==> src/rtl/ahb_arb_pkg.sv <==
// Shared definitions for the AHB-lite bus arbiter and the slave wrappers.
// Contents: arbiter state encoding, HResp codes, one-hot to index helper.
// Optional feature macro used by the arbiter: AHB_ARB_ROUND_ROBIN_EN.
package ahb_arb_pkg;

  localparam int unsigned MAX_MASTERS = 8;
  localparam int unsigned MAX_IDX_W   = 3;

  typedef enum logic {
    IDLE  = 1'b0,
    OWNED = 1'b1
  } arb_state_t;

  // HResp encodings
  localparam logic [1:0] OKAY  = 2'b00;
  localparam logic [1:0] ERROR = 2'b01;
  localparam logic [1:0] RETRY = 2'b10;
  localparam logic [1:0] SPLIT = 2'b11;

  // OR-reduction encoder; exact for a one-hot input.
  function automatic logic [MAX_IDX_W-1:0] onehot_to_idx(input logic [MAX_MASTERS-1:0] oh);
    logic [MAX_IDX_W-1:0] idx;
    idx = '0;
    for (int unsigned i = 0; i < MAX_MASTERS; i++) begin
      if (oh[i]) idx = idx | MAX_IDX_W'(i);
    end
    return idx;
  endfunction

endpackage

==> src/rtl/ahb_arb_pick.sv <==
// Combinational winner picker for the bus arbiter.
// Ports: req (requests), excl (masters to ignore), start (round-robin origin),
//        valid (any eligible request), winner (index of the chosen master).
// AHB_ARB_ROUND_ROBIN_EN defined: first eligible at or after start (wrapping).
// Undefined: fixed priority, lowest index wins; start is ignored.
module ahb_arb_pick #(
  parameter int unsigned N = 2,
  parameter int unsigned W = 1
) (
  input  logic [N-1:0] req,
  input  logic [N-1:0] excl,
  input  logic [W-1:0] start,
  output logic         valid,
  output logic [W-1:0] winner
);

  logic [N-1:0] cand;

  assign cand  = req & ~excl;
  assign valid = |cand;

`ifdef AHB_ARB_ROUND_ROBIN_EN
  // Scan N positions beginning at start, first hit wins.
  always_comb begin
    logic        found;
    int unsigned idx;
    winner = '0;
    found  = 1'b0;
    idx    = 0;
    for (int unsigned i = 0; i < N; i++) begin
      idx = (32'(start) + i) % N;
      if (!found && cand[idx]) begin
        winner = W'(idx);
        found  = 1'b1;
      end
    end
  end
`else
  logic unused_start;
  assign unused_start = ^start;

  // Downward scan so the lowest eligible index is assigned last.
  always_comb begin
    winner = '0;
    for (int i = N - 1; i >= 0; i--) begin
      if (cand[i]) winner = W'(i);
    end
  end
`endif

endmodule

==> src/rtl/ahb_bus_arbiter.sv <==
// AHB-lite system bus arbiter with hold-limited preemption and lock support.
// Ports: clk, rst (async active-high), HBusReq/HLock (per master), HReady,
//        HGrant (one-hot), HMaster (address-phase owner), HMasterData
//        (data-phase owner), HMasterLock, Parked (idle on DEFAULT_MASTER).
// Optional feature macro: AHB_ARB_ROUND_ROBIN_EN (round-robin winner choice).
module ahb_bus_arbiter
  import ahb_arb_pkg::*;
#(
  parameter int unsigned NUM_MASTERS    = 2,
  parameter int unsigned DEFAULT_MASTER = 0,
  parameter int unsigned MAX_HOLD       = 16,
  parameter int unsigned MW             = (NUM_MASTERS > 1) ? $clog2(NUM_MASTERS) : 1
) (
  input  logic                   clk,
  input  logic                   rst,
  input  logic [NUM_MASTERS-1:0] HBusReq,
  input  logic [NUM_MASTERS-1:0] HLock,
  input  logic                   HReady,
  output logic [NUM_MASTERS-1:0] HGrant,
  output logic [MW-1:0]          HMaster,
  output logic [MW-1:0]          HMasterData,
  output logic                   HMasterLock,
  output logic                   Parked
);

  localparam int unsigned HW = (MAX_HOLD < 2) ? 1 : $clog2(MAX_HOLD + 1);
  localparam logic [HW-1:0] HOLD_SAT = '1;
  localparam logic [NUM_MASTERS-1:0] DEF_GRANT = NUM_MASTERS'(1) << DEFAULT_MASTER;

  arb_state_t             state, state_nxt;
  logic [NUM_MASTERS-1:0] grant_nxt;
  logic [HW-1:0]          hold_cnt, hold_nxt;
  logic [MW-1:0]          owner;
  logic                   own_req, own_lock, hold_ok, stay;
  logic [MW-1:0]          start;
  logic                   any_valid, oth_valid;
  logic [MW-1:0]          any_idx, oth_idx;

  assign owner    = MW'(onehot_to_idx(MAX_MASTERS'(HGrant)));
  assign own_req  = HBusReq[owner];
  assign own_lock = HLock[owner];
  // hold_cnt < MAX_HOLD-1, written without underflow for MAX_HOLD=0
  assign hold_ok  = (MAX_HOLD == 0) || ((32'(hold_cnt) + 32'd1) < MAX_HOLD);
  // Stay when still requesting and any reason not to yield holds
  assign stay     = own_req && (own_lock || !oth_valid || hold_ok);

`ifdef AHB_ARB_ROUND_ROBIN_EN
  logic [MW-1:0] last_owner;
  assign start = MW'((32'(last_owner) + 32'd1) % NUM_MASTERS);

  // Remember the owner of every grant into OWNED
  always_ff @(posedge clk or posedge rst) begin
    if (rst) begin
      last_owner <= MW'(DEFAULT_MASTER);
    end else if (HReady && (state_nxt == OWNED)) begin
      last_owner <= MW'(onehot_to_idx(MAX_MASTERS'(grant_nxt)));
    end
  end
`else
  assign start = '0;
`endif

  // Winner among all requesters (used from IDLE)
  ahb_arb_pick #(.N(NUM_MASTERS), .W(MW)) u_pick_any (
    .req    (HBusReq),
    .excl   ('0),
    .start  (start),
    .valid  (any_valid),
    .winner (any_idx)
  );

  // Winner among requesters other than the current owner (handover)
  ahb_arb_pick #(.N(NUM_MASTERS), .W(MW)) u_pick_oth (
    .req    (HBusReq),
    .excl   (HGrant),
    .start  (start),
    .valid  (oth_valid),
    .winner (oth_idx)
  );

  // State and pipeline registers; everything holds while HReady=0
  always_ff @(posedge clk or posedge rst) begin
    if (rst) begin
      state       <= IDLE;
      HGrant      <= DEF_GRANT;
      hold_cnt    <= '0;
      HMaster     <= MW'(DEFAULT_MASTER);
      HMasterData <= MW'(DEFAULT_MASTER);
      HMasterLock <= 1'b0;
      Parked      <= 1'b1;
    end else if (HReady) begin
      state       <= state_nxt;
      HGrant      <= grant_nxt;
      hold_cnt    <= hold_nxt;
      HMaster     <= owner;
      HMasterData <= HMaster;
      HMasterLock <= own_lock & own_req;
      Parked      <= (state_nxt == IDLE);
    end
  end

  // Next-state logic
  always_comb begin
    state_nxt = state;
    case (state)
      IDLE:    if (any_valid) state_nxt = OWNED;
      OWNED:   if (!own_req && !oth_valid) state_nxt = IDLE;
      default: state_nxt = IDLE;
    endcase
  end

  // Grant and hold-counter next values
  always_comb begin
    grant_nxt = HGrant;
    hold_nxt  = hold_cnt;
    case (state)
      IDLE: begin
        hold_nxt  = '0;
        grant_nxt = any_valid ? (NUM_MASTERS'(1) << any_idx) : DEF_GRANT;
      end
      OWNED: begin
        if (stay) begin
          hold_nxt = (hold_cnt == HOLD_SAT) ? hold_cnt : hold_cnt + HW'(1);
        end else if (oth_valid) begin
          hold_nxt  = '0;
          grant_nxt = NUM_MASTERS'(1) << oth_idx;
        end else begin
          hold_nxt  = '0;
          grant_nxt = DEF_GRANT;
        end
      end
      default: begin
        hold_nxt  = '0;
        grant_nxt = DEF_GRANT;
      end
    endcase
  end

  a_grant_onehot: assert property (@(posedge clk) disable iff (rst) $onehot(HGrant));

endmodule
==> config.mk <==
export PLATFORM = sky130hd
export DESIGN_NAME = ahb_bus_arbiter
export DESIGN_NICKNAME = d
export VERILOG_FILES = /design/src/rtl/ahb_arb_pkg.sv /design/src/rtl/ahb_arb_pick.sv /design/src/rtl/ahb_bus_arbiter.sv
export SDC_FILE = /design/constraint.sdc
export NUM_CORES = 1
export LEC_CHECK = 0
export BUFFER_PORTS_ARGS = -buffer_cell sky130_fd_sc_hd__buf_2
export CAP_MARGIN = 20
export CORE_MARGIN = 4
export CORE_UTILIZATION = 54
export CTS_CLUSTER_DIAMETER = 50
export DETAILED_ROUTE_END_ITERATION = 8
export HOLD_SLACK_MARGIN = 0.12
export PLACE_DENSITY = 0.76
export SYNTH_ARGS = -nofsm -noshare
export SYNTH_HDL_FRONTEND = slang
export SYNTH_HIERARCHICAL = 1
export SYNTH_SLANG_ARGS = --single-unit
==> constraint.sdc <==
create_clock -name clk -period 2.2 [get_ports clk]
set_clock_uncertainty 0.1 [all_clocks]
set_input_delay 0.66 -clock clk [delete_from_list [all_inputs] [get_ports clk]]
set_output_delay 0.66 -clock clk [all_outputs]
set_load 0.05 [all_outputs]
==> impl_results.md, run 1 <==
- Largest family of logic cells by synthesized area: compound AO/OA/AOI/OAI gates
- Nets: 113
- WL/cell: 13.26 µm
- Cells after Synth: 89
- Period utilization: 0.9066
- Post-route antenna net violation count: 0
- Vias in the first global route: 614
- Hold crit path type: input port to asynchronous set/reset pin
- DR vias/cell: 5.731
- Root Driver: clkbuf_4
- Post-synth ARST share: 1.000
- Worst setup EP type: flip-flop
- Lkg Pwr: 0.0004281 µW
- Synth warn: 6
- Vias: 682
- Dpl hpwl: 1.208 mm
- Max-slew violations: 0
- Post-synthesis cell area: 854.6 µm²
- Mux cell area share after synthesis: 0.05710
- Clk_lat worst skew: 280 ps
- CP startpoint kind: flip-flop
- Sequential area share after synthesis: 0.3543
- Synth top area share: 0.2928
- Drt pass-1 iters: 4
- Unrepaired setup endpoints after global routing: false
- Overall routing resource usage: 0.1641
- Max Cap Violations: 0
- Share of layout cells above drive strength 1: 0.3398
- XOR/XNOR Fraction of Synth Area: 0
- Final setup margin: 205.5 ps
- Slew headroom: 0.6300
- Area Overhead vs Synth: 12.01%
- Largest net degree at the start of global routing: 21
- Inserted Clock Buffers: 3
- Critical Path RT: 2290 ps
- Synthesized-area fraction occupied by and/or/nand/nor cells: 0.1406
- Synth Area in Compound Gates: 0.3001
- Width of the die: 47.78 µm
- Initial antenna violation count: 0
- CTS H-tree lvls: 1
- Crit Path Class: flip-flop to flip-flop
- Min Hold Slack: 281.5 ps
- Syn Area/Cell: 9.602 µm²
- Least-Margin Pin Slew: 555.0 ps
- Post-Synth Adder-Cell Area: 0.02928
- Top post-synthesis cells by area: dfrtp_1 (29%), inv_1 (7.0%), dfstp_2 (6.1%)
- R2R Path End: hold_cnt[0]$_DFFE_PP0P_
- Clock sinks: 12
- Number of setup buffers added after CTS: 0
- Status: complete, no violations
- Post-synthesis register bit count: 12
- First-pass GRT wire length: 2.608 mm
- Port bufs: 12
- I/O pin cnt: 13
- R2r setup slk: 210 ps
- # diodes: 0
- Routability cong.: 0.7432
- Initial Util: 0.5673
- Setup WS pre-CTS: 35.61 ps
- Total routed wirelength: 1.578 mm
- DR iter-0 viols: 8
- Tmin final: 1995 ps
- Clock buffer depth: 2
- DRC: 0
- CTS tree: done
- Post-synthesis cell type count: 35
- Clk pin slew, worst setup/hold paths: 80 ps
- Row Count: 14
- VDD IR-drop max: 0.9005 mV
- Core area: 1506 µm²
- GRT Residual Overflow: 0
- Maximum clock frequency: 0.5014 GHz
- Final setup violating endpoints: 0
- Cell count of the worst reg-to-reg path: 7
- EDFF count, synth: 0
- Setup tns final: 0 ps
- Die Height: 47.78 µm
- Die area: 2283 µm²
- Reg2Reg Launch Point: hold_cnt[0]$_DFFE_PP0P_
- Final hold violation count: 0
- P per Cell Area: 1238 nW/µm²
- Ys flop type: dfrtp_1
- Worst-path maximum fanout: 7
- CP arrival: 2090 ps
- Yosys top cell by area: dfrtp_1
-- synth_stat cells, types with 3 or more instances --
master,instances
a31oi_1,3
nand3_1,3
nor2_1,5
nand2_1,3
o2111ai_1,5
mux2_2,3
a21oi_1,3
dfrtp_1,10
inv_1,16
clkbuf_1,3
-- timing repair --
action	CTS	global route
gates resized for setup	0	1
hold endpoints to repair	0	0
endpoints found under the setup margin	0	1
hold buffers	0	0
-- critical path, cell delays in order, from the launching register on --
cell and delay [ps]:
dfrtp_1 390, ha_1 210, and3_1 180, ha_1 270, inv_1 110, o21a_2 270
o2111ai_4 160, a22oi_1 230
-- per-layer routing --
metal,wire [µm],global-route usage,share of wire,vias to the layer above
met5,0,0,0,-
met4,17,0.08065,0.011,0
met3,63,0.02256,0.040,4
met2,764,0.2718,0.48,14
met1,734,0.2079,0.47,320
li1,-,-,-,344
-- power breakdown --
group | internal (µW) | switching [µW] | total (µW)
clock network | 101 | 79.5 | 180
registers | 314 | 82.7 | 397
logic | 214 | 394 | 608
total | 629 | 556 | 1190
-- metrics by stage --
stage | instances | total power [µW] | instance area [µm²] | utilization
6_report | 119 | 1185 | 957.2 | 0.6354
2_1_floorplan | 91 | 902.6 | 862.1 | -
3_5_place_dp | 115 | 1010 | 919.6 | 0.6105
3_3_place_gp | 115 | 997.9 | 919.6 | 0.6105
4_1_cts | 119 | 1194 | 955.9 | 0.6346
5_1_grt | 119 | 1270 | 957.2 | 0.6354
-- logic make-up after synthesis --
family	Yosys count
simple gates	20
other cells	1
buf+inv	22
fa+ha+maj	2
flops	12
compound gates	28
mux	4
-- layout make-up --
cell class,count,area [µm²]
Inverter,16,60.06
Tap cell,16,20.02
Timing Repair Buffer,14,75.07
Multi-Input combinational cell,57,462.9
Clock buffer,4,36.28
Fill cell,121,549.3
Sequential cell,12,302.8
-- worst max path at each step --
| stage | start | endpoint | slack (ps) |
|---|---|---|---|
| 2_1_floorplan | hold_cnt[0]$_DFFE_PP0P_ | hold_cnt[0]$_DFFE_PP0P_ | 250 |
| 3_3_place_gp | HBusReq[0] | hold_cnt[4]$_DFFE_PP0P_ | 70 |
| 3_5_place_dp | HBusReq[0] | hold_cnt[0]$_DFFE_PP0P_ | 40 |
| 4_1_cts | hold_cnt[0]$_DFFE_PP0P_ | hold_cnt[0]$_DFFE_PP0P_ | 90 |
| 5_1_grt | hold_cnt[0]$_DFFE_PP0P_ | hold_cnt[0]$_DFFE_PP0P_ | 60 |
| 6_report | hold_cnt[0]$_DFFE_PP0P_ | hold_cnt[0]$_DFFE_PP0P_ | 210 |
-- flip-flops by register name, indices dropped and copies added, names as in the netlist --
| name | count |
|---|---|
| state | 1 |
| HMasterLock | 1 |
| Parked | 1 |
| HMaster | 1 |
| HGrant | 2 |
| hold_cnt | 5 |
| HMasterData | 1 |
-- layout by cell type, fill, tap and decap left out, types with 2 or more instances in the layout --
| cell | instances |
|---|---|
| o2111ai_1 | 5 |
| a31oi_1 | 3 |
| o211ai_1 | 2 |
| o21ai_2 | 2 |
| dfstp_2 | 2 |
| o221ai_1 | 2 |
| nand3_1 | 3 |
| mux2_2 | 3 |
| ha_1 | 2 |
| buf_4 | 2 |
| conb_1 | 3 |
| nor2_1 | 5 |
| clkbuf_4 | 3 |
| a21oi_2 | 2 |
| nand2b_4 | 2 |
| and2_1 | 2 |
| buf_2 | 12 |
| inv_1 | 16 |
| o221ai_2 | 2 |
| dfrtp_1 | 10 |
| nand2_1 | 3 |
| a21oi_1 | 3 |
No activity file was read; power rests on OpenSTA's default activity.
==> run 2, diff against run 1 <==
ABC_AREA = 1   (was not set)
CELL_PAD_IN_SITES_DETAIL_PLACEMENT = 0   (was not set)
CELL_PAD_IN_SITES_GLOBAL_PLACEMENT = 1   (was not set)
CORE_ASPECT_RATIO = 0.75   (was not set)
CORE_UTILIZATION = 39   (was 54)
MAX_ROUTING_LAYER = met4   (was not set)
PLACE_DENSITY = not set   (was 0.76)
PLACE_DENSITY_LB_ADDON = 0.1   (was not set)
==> impl_results.md, run 2 <==
- Total routed wirelength: 1.398 mm (was 1.578 mm)
- Syn Area/Cell: 8.013 µm² (was 9.602 µm²)
- First-pass GRT wire length: 2.373 mm (was 2.608 mm)
- DR vias/cell: 4.533 (was 5.731)
- Int Pwr: 582.4 µW (was 629.0 µW)
- Vias in the first global route: 548 (was 614)
- Row Count: 13 (was 14)
- DR iter-0 viols: 42 (was 8)
- Dpl cells: 133 (was 115)
- Maximum clock frequency: 0.5327 GHz (was 0.5014 GHz)
- Ys flop type: dfrtp_1 (unchanged)
- Commonest non-fill, non-tap cells in the layout: nand2_1 (33), inv_1 (12), buf_2 (12), dfrtp_1 (10), nor2_1 (6) (was inv_1 (16), buf_2 (12), dfrtp_1 (10), o2111ai_1 (5), nor2_1 (5))
- Unrepaired setup endpoints after global routing: false (unchanged)
- Setup WS pre-CTS: 432.5 ps (was 35.61 ps)
- Largest stage delay, worst path: 520 ps (was 390 ps)
- Cells after Synth: 99 (was 89)
- Inserted Clock Buffers: 3 (unchanged)
- CP startpoint kind: flip-flop (unchanged)
- VDD IR-drop max: 0.7903 mV (was 0.9005 mV)
- Post-route antenna net violation count: 0 (unchanged)
- EDFF count, synth: 0 (unchanged)
- Lkg Pwr: 0.0004900 µW (was 0.0004281 µW)
- CTS H-tree lvls: 1 (unchanged)
- Width of the die: 60.08 µm (was 47.78 µm)
- Post-synthesis cell area: 793.3 µm² (was 854.6 µm²)
- Vias: 621 (was 682)
- Routability cong.: 0.8309 (was 0.7432)
- Clk_lat worst skew: 270 ps (was 280 ps)
- R2R Path End: hold_cnt[3]$_DFFE_PP0P_ (was hold_cnt[0]$_DFFE_PP0P_)
- Clock Power Share: 0.152 (about the same)
- Clock buffer depth: 2 (unchanged)
- Post-synth ARST share: 1.000 (unchanged)
- Hold buffers post-CTS: 0 (unchanged)
- Number of flip-flops in the largest register: 5 (unchanged)
- Synth warn: 6 (unchanged)
- Area Overhead vs Synth: 14.20% (was 12.01%)
- Worst-path maximum fanout: 8 (was 7)
- Hold crit path type: input port to asynchronous set/reset pin (unchanged)
- Comb power frac: 0.499 (was 0.513)
- I/O pin cnt: 13 (unchanged)
- Post-synthesis register bit count: 12 (unchanged)
- Most Crowded Layer GR: met1 (was met2)
- Initial antenna violation count: 0 (unchanged)
- Largest Register: hold_cnt (unchanged)
- Grt met1 use: 0.1692 (was 0.2079)
- Root Driver: clkbuf_4 (unchanged)
- Crit-path cells: buf_2 (was ha_1 -> and3_1 -> ha_1 -> inv_1 -> o21a_2 -> o2111ai_4 -> a22oi_1)
- Final hold violation count: 0 (unchanged)
- Post-synthesis cell type count: 26 (was 35)
- Nets: 125 (was 113)
- Largest regs: hold_cnt x5, HGrant x2 (unchanged)
- R2r setup slk: 420 ps (was 210 ps)
- DRC: 0 (unchanged)
- Sw frac: 0.4890 (was 0.4694)
- Fin cells: 137 (was 119)
- Period utilization: 0.8533 (was 0.9066)
- Post_cts resized: 0 (unchanged)
- Largest net degree at the start of global routing: 13 (was 21)
- Clock sinks: 12 (unchanged)
- Reg2Reg Launch Point: hold_cnt[0]$_DFFE_PP0P_ (unchanged)
- Clk pin slew, worst setup/hold paths: 80 ps (about the same)
- Sequential area share after synthesis: 0.3817 (was 0.3543)
- Die area: 2827 µm² (was 2283 µm²)
- Sequential share of power: 0.349 (was 0.335)
- Die Height: 47.06 µm (was 47.78 µm)
- Worst setup EP type: primary output (was flip-flop)
- P per Cell Area: 1258 nW/µm² (was 1238 nW/µm²)
- Commonest non-fill, non-tap cell in the layout: nand2_1 (was inv_1)
- Crit Path Class: flip-flop to primary output (was flip-flop to flip-flop)
- Max-slew violations: 0 (unchanged)
- Synth top area share: 0.3155 (was 0.2928)
- CTS tree: done (unchanged)
- Initial Util: 0.4354 (was 0.5673)
- Crit-path slowest cell: dfrtp_1 (unchanged)
- Final setup margin: 322.8 ps (was 205.5 ps)
- Share of layout cells above drive strength 1: 0.2870 (was 0.3398)
- GRT Residual Overflow: 0 (unchanged)
- Dpl hpwl: 1.145 mm (was 1.208 mm)
- CP bufs+invs: 1 (unchanged)
- WL/cell: 10.20 µm (was 13.26 µm)
- Port bufs: 12 (unchanged)
- CP arrival: 1120 ps (was 2090 ps)
- Status: complete, no violations (unchanged)
- Final setup violating endpoints: 0 (unchanged)
- CP top delay family: flip-flops (was compound AO/OA/AOI/OAI gates)
- Met3 usage: 0.04945 (was 0.02256)
- M2 GR Usage: 0.1552 (was 0.2718)
- Critical Path RT: 1440 ps (was 2290 ps)
- # diodes: 0 (unchanged)
- Setup tns final: 0 ps (unchanged)
- Sw power: 557.3 µW (was 556.4 µW)
- Drt pass-1 iters: 4 (unchanged)
- Max Cap Violations: 0 (unchanged)
- Tmin final: 1877 ps (was 1995 ps)
- Most frequent cells after synthesis: nand2_1 (33), inv_1 (12), dfrtp_1 (10), nor2_1 (6), nand2_2 (4) (was inv_1 (16), dfrtp_1 (10), nor2_1 (5), o2111ai_1 (5))
- Yosys top cell by area: dfrtp_1 (unchanged)
- Cell with the most instances after synthesis: nand2_1 (was inv_1)
- Number of setup buffers added after CTS: 0 (unchanged)
- Cell count of the worst reg-to-reg path: 10 (was 7)
- Top post-synthesis cells by area: dfrtp_1 (32%), nand2_1 (16%), dfstp_2 (6.6%) (was dfrtp_1 (29%), inv_1 (7.0%), dfstp_2 (6.1%))
- Core area: 1822 µm² (was 1506 µm²)
- Overall routing resource usage: 0.1211 (was 0.1641)
## run 2: layout make-up
| class | instances | area (µm²) |
|---|---|---|
| Fill cell | 183 | 915.9 |
| Inverter | 15 | 61.31 |
| Sequential cell | 12 | 302.8 |
| Timing Repair Buffer | 12 | 60.06 |
| Multi-Input combinational cell | 72 | 417.9 |
| Clock buffer | 4 | 36.28 |
| Tap cell | 22 | 27.53 |
## run 2: worst max-delay path by stage
stage | from | to | depth (start not counted)
2_1_floorplan | hold_cnt[0]$_DFFE_PP0P_ | hold_cnt[3]$_DFFE_PP0P_ | 10
3_3_place_gp | HBusReq[1] | hold_cnt[2]$_DFFE_PP0P_ | 10
5_1_grt | HGrant[1]$_DFFE_PP0P_ | HGrant[1] | 1
6_report | HGrant[1]$_DFFE_PP0P_ | HGrant[1] | 1
3_5_place_dp | hold_cnt[0]$_DFFE_PP0P_ | hold_cnt[4]$_DFFE_PP0P_ | 10
4_1_cts | HGrant[1]$_DFFE_PP0P_ | HGrant[1] | 1
## run 2: logic make-up (layout without fill, tap and decap cells)
kind of cell,count (synthesis),after routing,synth area share
adders and majority gates,2,2,0.03154
buffers and inverters,17,31,0.1010
AOI/OAI and AO/OA,10,10,0.09624
xor gates and xnor gates,3,3,0.03313
and+or+nand+nor,54,54,0.3517
other,1,3,0.004727
DFF,12,12,0.3817
## run 2: through the flow
stage | total power (µW) | hold WS [ps] | utilization | cell area [µm²]
2_1_floorplan | 879.1 | 363.1 | - | 800.8
3_3_place_gp | 974.2 | 361.4 | 0.4773 | 869.6
3_5_place_dp | 978.1 | 368.9 | 0.4773 | 869.6
4_1_cts | 1158 | 297.7 | 0.4973 | 905.9
5_1_grt | 1226 | 302.1 | 0.4973 | 905.9
6_report | 1140 | 279.3 | 0.4973 | 905.9
## run 2: power groups by stage
stage | clock [µW] | sequential [µW] | combinational [µW]
after floorplan | 0 | 537 | 342
after global placement | 0 | 401 | 573
after CTS | 183 | 400 | 576
final | 174 | 397 | 569
after global routing | 189 | 418 | 619
after detailed placement | 0 | 405 | 573
## run 2: layer usage
| metal | vias up | part of all wire |
|---|---|---|
| met4 | 0 | 0.0064 |
| met3 | 2 | 0.061 |
| li1 | 331 | - |
| met5 | - | 0 |
| met1 | 277 | 0.55 |
| met2 | 11 | 0.38 |
==> run 3, diff against run 2 <==
PLACE_DENSITY = 0.82   (was not set)
PLACE_DENSITY_LB_ADDON = not set   (was 0.1)
==> impl_results.md, run 3 (synthesis gave the netlist of run 2 again) <==
- Commonest non-fill, non-tap cell in the layout: nand2_1 (unchanged)
- Commonest non-fill, non-tap cells in the layout: nand2_1 (33), inv_1 (12), buf_2 (12), dfrtp_1 (10), nor2_1 (6) (unchanged)
- Largest net degree at the start of global routing: 13 (unchanged)
- Crit-path cells: buf_2 (unchanged)
- Die Height: 47.06 µm (unchanged)
- Setup tns final: 0 ps (unchanged)
- Maximum clock frequency: 0.5333 GHz (was 0.5327 GHz)
- Sw frac: 0.4905 (was 0.4890)
- Tmin final: 1875 ps (was 1877 ps)
- Largest stage delay, worst path: 520 ps (about the same)
- Clock Power Share: 0.151 (was 0.152)
- CP top delay family: flip-flops (unchanged)
- CP arrival: 1120 ps (about the same)
- CTS tree: done (unchanged)
- GRT Residual Overflow: 0 (unchanged)
- Critical Path RT: 1440 ps (about the same)
- Number of fill cells: 197 (was 183)
- Clk pin slew, worst setup/hold paths: 70 ps (was 80 ps)
- Period utilization: 0.8523 (was 0.8533)
- Dpl cells: 133 (unchanged)
- Final hold violation count: 0 (unchanged)
- Unrepaired setup endpoints after global routing: false (unchanged)
- Vias in the first global route: 571 (was 548)
- Clock buffer depth: 2 (unchanged)
- CP bufs+invs: 1 (unchanged)
- Largest regs: hold_cnt x5, HGrant x2 (unchanged)
- Initial antenna violation count: 0 (unchanged)
- Comb power frac: 0.498 (was 0.499)
- Setup WS pre-CTS: 420.2 ps (was 432.5 ps)
- Worst setup EP type: primary output (unchanged)
- Final setup violating endpoints: 0 (unchanged)
- VDD IR-drop max: 0.7849 mV (was 0.7903 mV)
- Width of the die: 60.08 µm (unchanged)
- Multi-input logic area: 417.9 µm² (unchanged)
- Clk_lat worst skew: 270 ps (about the same)
- Die area: 2827 µm² (unchanged)
- Dpl hpwl: 1.172 mm (was 1.145 mm)
- Post-route antenna net violation count: 0 (unchanged)
- Root Driver: clkbuf_4 (unchanged)
- Crit Path Class: flip-flop to primary output (unchanged)
- Vias: 644 (was 621)
- Number of flip-flops in the largest register: 5 (unchanged)
- Largest Register: hold_cnt (unchanged)
- Max Cap Violations: 0 (unchanged)
- Routability cong.: 0.7494 (was 0.8309)
- Nets: 125 (unchanged)
- DR iter-0 viols: 23 (was 42)
- Hold crit path type: input port to asynchronous set/reset pin (unchanged)
- Area Overhead vs Synth: 14.20% (unchanged)
- Sw power: 560.3 µW (was 557.3 µW)
- Drt pass-1 iters: 4 (unchanged)
- Share of layout cells above drive strength 1: 0.2870 (unchanged)
- Worst-path maximum fanout: 8 (unchanged)
- Overall routing resource usage: 0.1257 (was 0.1211)
- Fin cells: 137 (unchanged)
- Max-slew violations: 0 (unchanged)
- P per Cell Area: 1261 nW/µm² (was 1258 nW/µm²)
- Clock sinks: 12 (unchanged)
- R2r setup slk: 390 ps (was 420 ps)
- Crit-path slowest cell: dfrtp_1 (unchanged)
- Port bufs: 12 (unchanged)
- CP startpoint kind: flip-flop (unchanged)
- Final setup margin: 324.8 ps (was 322.8 ps)
- First-pass GRT wire length: 2.470 mm (was 2.373 mm)
- WL/cell: 10.48 µm (was 10.20 µm)
- Min Hold Slack: 282.7 ps (was 279.3 ps)
- DRC: 0 (unchanged)
- Lkg Pwr: 0.0004900 µW (unchanged)
- Row Count: 13 (unchanged)
- Post_cts resized: 0 (unchanged)
- Core area: 1822 µm² (unchanged)
- Inserted Clock Buffers: 3 (unchanged)
- # diodes: 0 (unchanged)
- Initial Util: 0.4354 (unchanged)
- Sequential share of power: 0.351 (was 0.349)
- Hold buffers post-CTS: 0 (unchanged)
- Status: complete, no violations (unchanged)
- Total routed wirelength: 1.436 mm (was 1.398 mm)
- Int Pwr: 582.0 µW (was 582.4 µW)
- CTS H-tree lvls: 1 (unchanged)
- Number of setup buffers added after CTS: 0 (unchanged)
- FF/Latch Area: 302.8 µm² (unchanged)
- DR vias/cell: 4.701 (was 4.533)
- I/O pin cnt: 13 (unchanged)
-- run 3: metrics by stage --
| stage | util | total power (µW) | instance area [µm²] |
|---|---|---|---|
| after floorplan | - | 879.1 | 800.8 |
| final | 0.4973 | 1142 | 905.9 |
| after detailed placement | 0.4773 | 979.6 | 869.6 |
| after CTS | 0.4973 | 1160 | 905.9 |
| after global routing | 0.4973 | 1235 | 905.9 |
| after global placement | 0.4773 | 969.3 | 869.6 |
-- run 3: layout make-up --
class | instances | share of cell area
well taps | 22 | 0.03039
flip-flops and latches | 12 | 0.3343
inverters | 15 | 0.06768
repair buffers | 12 | 0.06630
clock buffers | 4 | 0.04006
multi-input cells | 72 | 0.4613
-- run 3: routing by layer --
| metal | global-route usage | vias to the layer above | wire, µm |
|---|---|---|---|
| met5 | - | - | 0 |
| met4 | 0.02655 | 0 | 11 |
| met3 | 0.05769 | 2 | 98 |
| met2 | 0.1703 | 16 | 598 |
| met1 | 0.1703 | 287 | 728 |
| li1 | - | 339 | - |
-- run 3: final timing paths --
kind	from	end	cells after the start
worst max-delay path	HGrant[1]$_DFFE_PP0P_	HGrant[1]	1
worst min-delay path	rst	HMasterData$_DFFE_PP0P_	2
worst max register to register	hold_cnt[0]$_DFFE_PP0P_	hold_cnt[4]$_DFFE_PP0P_	10
worst min register to register	Parked$_DFFE_PP1P_	Parked$_DFFE_PP1P_	2
max in group asynchronous	rst	Parked$_DFFE_PP1P_	2
min in group clk	Parked$_DFFE_PP1P_	Parked$_DFFE_PP1P_	2
-- run 3: power groups by stage --
stage	Combinational, µW	Sequential [µW]	Clock [µW]
global route	627	415	193
finish	569	401	173
detailed placement	575	405	0
floorplan	342	537	0
CTS	575	402	183
global placement	568	401	0
